## config.mk

```make
export PLATFORM = sky130hd
export DESIGN_NAME = clock_mode_ctrl
export DESIGN_NICKNAME = d
export VERILOG_FILES = /design/src/rtl/clock_mode_ctrl.sv
export SDC_FILE = /design/constraint.sdc
export NUM_CORES = 1
export LEC_CHECK = 0
export CORE_MARGIN = 5
export CORE_UTILIZATION = 53
export CTS_BUF_LIST = sky130_fd_sc_hd__clkbuf_16
export CTS_CLUSTER_DIAMETER = 120
export DETAILED_ROUTE_END_ITERATION = 12
export PLACE_DENSITY = 0.73
export SYNTH_ARGS = -nofsm -noshare
export SYNTH_HDL_FRONTEND = slang
export SYNTH_SLANG_ARGS = --single-unit
```

## constraint.sdc

```tcl
create_clock -name ctrl_clock -period 2.84 [get_ports ctrl_clock]
set_input_delay 0.426 -clock ctrl_clock [delete_from_list [all_inputs] [get_ports ctrl_clock]]
set_output_delay 0.426 -clock ctrl_clock [all_outputs]
set_load 0.005 [all_outputs]
```

## src/rtl/clock_mode_ctrl.sv

```systemverilog
// clock_mode_ctrl
//   Mode and time-setting controller for the digital clock. In RUN it passes the 1 Hz tick to
//   the seconds counter. In SET_HOUR and SET_MIN it pauses timekeeping. INC presses, and
//   auto-repeat while INC is held, become single-cycle increment pulses. It also drives blink
//   flags for the field being set.
// Ports
//   ctrl_clock       in   system clock, rising edge
//   ctrl_reset       in   asynchronous active-high reset
//   ctrl_tick        in   1-cycle 1 Hz enable pulse
//   ctrl_btn_mode    in   debounced MODE level (1 = pressed)
//   ctrl_btn_inc     in   debounced INC level (1 = pressed)
//   ctrl_sec_en      out  advance seconds (1 cycle)
//   ctrl_sec_clr     out  clear seconds to 00 (1 cycle)
//   ctrl_min_inc     out  increment minutes (1 cycle)
//   ctrl_hour_inc    out  increment hours (1 cycle)
//   ctrl_blink_hour  out  blank hour digits
//   ctrl_blink_min   out  blank minute digits
//   ctrl_mode        out  00 RUN, 01 SET_HOUR, 10 SET_MIN
module clock_mode_ctrl #(
  parameter int unsigned REPEAT_DELAY  = 50_000_000,
  parameter int unsigned REPEAT_PERIOD = 12_500_000
) (
  input  logic       ctrl_clock,
  input  logic       ctrl_reset,
  input  logic       ctrl_tick,
  input  logic       ctrl_btn_mode,
  input  logic       ctrl_btn_inc,
  output logic       ctrl_sec_en,
  output logic       ctrl_sec_clr,
  output logic       ctrl_min_inc,
  output logic       ctrl_hour_inc,
  output logic       ctrl_blink_hour,
  output logic       ctrl_blink_min,
  output logic [1:0] ctrl_mode
);

  localparam int unsigned CntW = $clog2(REPEAT_DELAY + REPEAT_PERIOD) + 1;
  localparam logic [CntW-1:0] DelayVal  = CntW'(REPEAT_DELAY);
  localparam logic [CntW-1:0] WrapVal   = CntW'(REPEAT_DELAY + REPEAT_PERIOD);
  localparam logic [CntW-1:0] ReloadVal = CntW'(REPEAT_DELAY + 1);

  typedef enum logic [1:0] {
    StRun     = 2'b00,
    StSetHour = 2'b01,
    StSetMin  = 2'b10
  } state_e;

  state_e          state_q;
  logic            hist_valid_q;
  logic            btn_mode_q;
  logic            btn_inc_q;
  logic [CntW-1:0] cnt_q;
  logic            phase_q;
  logic            sec_en_q;
  logic            sec_clr_q;
  logic            min_inc_q;
  logic            hour_inc_q;

  logic            rise_mode;
  logic            rise_inc;
  logic            repeat_due;
  logic            inc_fire;
  logic [CntW-1:0] cnt_next;

  // hist_valid_q masks the first cycle after reset so a button held through release is no press.
  always_comb begin
    rise_mode  = ctrl_btn_mode & ~btn_mode_q & hist_valid_q;
    rise_inc   = ctrl_btn_inc & ~btn_inc_q & hist_valid_q;
    // Counter value k means k cycles since press; repeats fire at DELAY, then at DELAY+PERIOD,
    // after which it reloads so the next repeat lands PERIOD cycles later.
    repeat_due = ctrl_btn_inc && (cnt_q != '0) && ((cnt_q == DelayVal) || (cnt_q == WrapVal));
    inc_fire   = rise_inc | repeat_due;
    cnt_next   = '0;
    if (rise_inc) begin
      cnt_next = CntW'(1);
    end else if (ctrl_btn_inc && (cnt_q != '0)) begin
      cnt_next = (cnt_q == WrapVal) ? ReloadVal : cnt_q + CntW'(1);
    end
  end

  always_ff @(posedge ctrl_clock or posedge ctrl_reset) begin
    if (ctrl_reset) begin
      state_q      <= StRun;
      hist_valid_q <= 1'b0;
      btn_mode_q   <= 1'b0;
      btn_inc_q    <= 1'b0;
      cnt_q        <= '0;
      phase_q      <= 1'b0;
      sec_en_q     <= 1'b0;
      sec_clr_q    <= 1'b0;
      min_inc_q    <= 1'b0;
      hour_inc_q   <= 1'b0;
    end else begin
      hist_valid_q <= 1'b1;
      btn_mode_q   <= ctrl_btn_mode;
      btn_inc_q    <= ctrl_btn_inc;
      sec_en_q     <= 1'b0;
      sec_clr_q    <= 1'b0;
      min_inc_q    <= 1'b0;
      hour_inc_q   <= 1'b0;
      unique case (state_q)
        StRun: begin
          sec_en_q <= ctrl_tick;
          cnt_q    <= '0;
          phase_q  <= 1'b0;
          if (rise_mode) begin
            state_q <= StSetHour;
            phase_q <= 1'b1;
          end
        end
        StSetHour: begin
          if (rise_mode) begin
            state_q <= StSetMin;
            phase_q <= 1'b1;
            cnt_q   <= '0;
          end else begin
            if (ctrl_tick) phase_q <= ~phase_q;
            hour_inc_q <= inc_fire;
            cnt_q      <= cnt_next;
          end
        end
        StSetMin: begin
          if (rise_mode) begin
            // Leaving SET restarts seconds from 00.
            state_q   <= StRun;
            phase_q   <= 1'b0;
            sec_clr_q <= 1'b1;
            cnt_q     <= '0;
          end else begin
            if (ctrl_tick) phase_q <= ~phase_q;
            min_inc_q <= inc_fire;
            cnt_q     <= cnt_next;
          end
        end
        default: begin
          state_q <= StRun;
          cnt_q   <= '0;
          phase_q <= 1'b0;
        end
      endcase
    end
  end

  assign ctrl_sec_en     = sec_en_q;
  assign ctrl_sec_clr    = sec_clr_q;
  assign ctrl_min_inc    = min_inc_q;
  assign ctrl_hour_inc   = hour_inc_q;
  assign ctrl_blink_hour = phase_q & (state_q == StSetHour);
  assign ctrl_blink_min  = phase_q & (state_q == StSetMin);
  assign ctrl_mode       = state_q;

endmodule
```

==> reports/qor.yml <==
status: "complete, no violations"
clock-root-buffer: "clkbuf_16"
worstSkewPairLatency_ns: 0.28
grt_usage: 0.177
place_congestion: 0.870
synth_cell_types: 35
drt-pass1-iter-count: 4
startpoint_type: "flop"
worst_slew_pin_slew_ns: 0.667
n_antenna_cell: 0
post_cts_resized: 0
syn_area_um2: 1920
yosysTopAreaCellShare: 0.483
path_class: "reg -> reg"
post-route-period-util: 0.729
nets: 222
core_area_um2: 3420
synth.largest_area_cell: "dfrtp_1"
drive_gt1_frac: 0.0660
end_kind: "flop"
setup_viol: 0
min_period_ns: 2.07
clock-sinks: 37
hold_viol: 0
synth_fp_nets: 205
cts_post_setup_buffers_inserted: 0
cts_inserted_buffers: 5
io_buffers: 12
cp_slowest_stage_delay_ns: 0.56
cts_hold_buffers: 0
cp.required_ns: 2.97
route.vias.total: 1491
syn_to_final_growth_pct: 17.1
grt_pass1_vias: 1465
die_width_um: 70.2
start_util: 0.562
grt_max_degree: 38
cts_buffer_depth: 2
ys_warn_count: 0
reg2reg_to: "cnt_q[17]"
startpoint: "cnt_q[19]"
path_cells: "or4_1 -> nor3_1 -> a31oi_1 -> nand2_1 -> a21oi_1"
gr-total-overflow: 0
power_density_nw_per_um2: 607
die_y_um: 70.2
grtUsageMet3: 0.0545
row_count: 21
regArea_um2: 926
maxCapViolCount: 0
rsz0062_at_grt: "false"
setup_slack_ns: 0.769
crit_path_end: "cnt_q[17]"
skew_ns: 0.00576
n_fill_cell: 282
holdCritPathClass: "in -> async"
via_per_inst: 5.78
routedWlPerCell_um: 15.0
final-max-slew-violation-count: 0
multi_input_area_um2: 946
antenna_left: 0
power.leakage_nw: 0.889
cp.arrival_ns: 2.20
synth_cells: 194
die-area_um2: 4920
timing.reg2reg.setup_slack_ns: 0.77
crit_slowest_cell: "or4_1"
async_flop_share: 1.00
use_met2: 0.271
finish.utilization: 0.658
h-tree-depth: 2
top_usage_layer: "met2"
synth_area_leaders: "dfrtp_1 (48%), xor2_1 (7.8%), nor2_1 (6.7%)"
place.detailed.hpwl_um: 2800
drt_iter0_drc: 95
synth_seq_cells: 37
avgSynthCellArea_um2: 9.89
grt_first_pass_wirelength_um: 6820
synth_sequential_area_ratio: 0.483
maxSlewHeadroom: 0.552
setup_tns_ns: 0
place_ws_ns: 0.679
max_freq_ghz: 0.483
antenna_found_initial: 0
routed_wl_um: 3880
r2r-start: "cnt_q[19]"
place_area_um2: 2080
synth_edf_count: 0
cts_tree: "done"
vdd_drop_max_mv: 0.317
grt_util_met1: 0.224
final_cell_area_um2: 2250
cp_max_fo: 12
ys.flop_type: "dfrtp_1"
drc: 0
cts.reportedPaths.clkPinSlew_ns: 0.05
r2r_cells: 5
ios: 13
-- where the power goes --
group | internal (mW) | switching (mW)
logic | 0.0900 | 0.0953
registers | 0.555 | 0.0219
clock network | 0.407 | 0.193
total | 1.05 | 0.310
-- kinds of logic after synthesis --
| kind of cell | after synthesis | synth area share |
|---|---|---|
| buffers and inverters | 10 | 0.0241 |
| AO/OA/AOI/OAI | 12 | 0.0391 |
| flip-flops | 37 | 0.483 |
| adder cells (fa/ha/maj) | 6 | 0.0391 |
| other | 1 | 0.00196 |
| AND/OR/NAND/NOR | 102 | 0.294 |
| XOR/XNOR | 26 | 0.119 |
-- registers in the layout (all words and copies together) (netlist names) --
name and count:
ctrl_hour_inc 1, ctrl_sec_clr 1, ctrl_mode 2, cnt_q 27, phase_q 1, ctrl_min_inc 1
btn_inc_q 1, btn_mode_q 1, hist_valid_q 1, ctrl_sec_en 1
-- routing by layer --
layer,part of all wire,wire length (um),up-vias
met5,0,0,-
li1,-,-,702
met2,0.46,1790,37
met1,0.47,1810,740
met3,0.045,175,12
met4,0.027,106,0
-- stage by stage --
stage / cells / power [mW] / hold slack, ns
6_report: 258 / 1.36 / 0.562
5_1_grt: 258 / 1.44 / 0.577
4_1_cts: 258 / 1.38 / 0.568
3_5_place_dp: 250 / 0.772 / 0.557
3_3_place_gp: 250 / 0.764 / 0.516
2_1_floorplan: 194 / 0.692 / 0.457
-- worst min-delay path by stage --
stage                      start      endpoint  cells after the start
floorplan           ctrl_btn_inc     btn_inc_q                      0
global placement       cnt_q[26]     cnt_q[26]                      2
detailed placement     cnt_q[26]     cnt_q[26]                      2
CTS                   ctrl_reset      cnt_q[2]                      3
global route           cnt_q[26]     cnt_q[26]                      2
finish                ctrl_reset  ctrl_sec_clr                      3
-- critical path: cells and delay by family (launching register included) --
family / cells / cell delay [ns]
AO/OA/AOI/OAI: 2 / 0.27
AND/OR/NAND/NOR: 3 / 1.19
flip-flops: 1 / 0.46
-- cells in the final DEF (no fill, tap or decap), types with 2 or more instances in the layout --
cell             netlist  final
ha_1                   6      6
nor3_1                 5      5
inv_1                  7      8
xnor2_1                9      9
nor2_1                34     34
and4_1                 3      3
and2_1                 5      5
nand2_1               16     16
dfrtp_1               37     37
clkbuf_16              0      5
and3_1                 2      2
nor4_1                 2      2
xor2_1                17     17
clkdlybuf4s50_1        0     12
nand4_1               10     10
or4_1                  3      3
a21oi_1                5      5
nand3b_1               2      2
a31oi_1                2      2
nand3_1               11     11
nor4_2                 2      2
-- area by class of cell --
class	instances	area share
multi-input cells	147	0.421
repair buffers	13	0.0568
clock buffers	5	0.0557
well taps	46	0.0256
inverters	7	0.0117
flip-flops and latches	37	0.412
clock inverters	3	0.0167
-- Yosys cell counts (all sizes together) (2+ instances only) --
cell type,instances
ha,6
nand2,16
nor4,5
inv,7
xnor2,9
a31oi,2
nand4,11
dfrtp,37
or4,4
nor3,5
nand3,12
buf,2
and2,5
a21oi,5
and3,2
xor2,17
nor2,34
and4,3
nand3b,2
(Power assumes the default switching activity.)
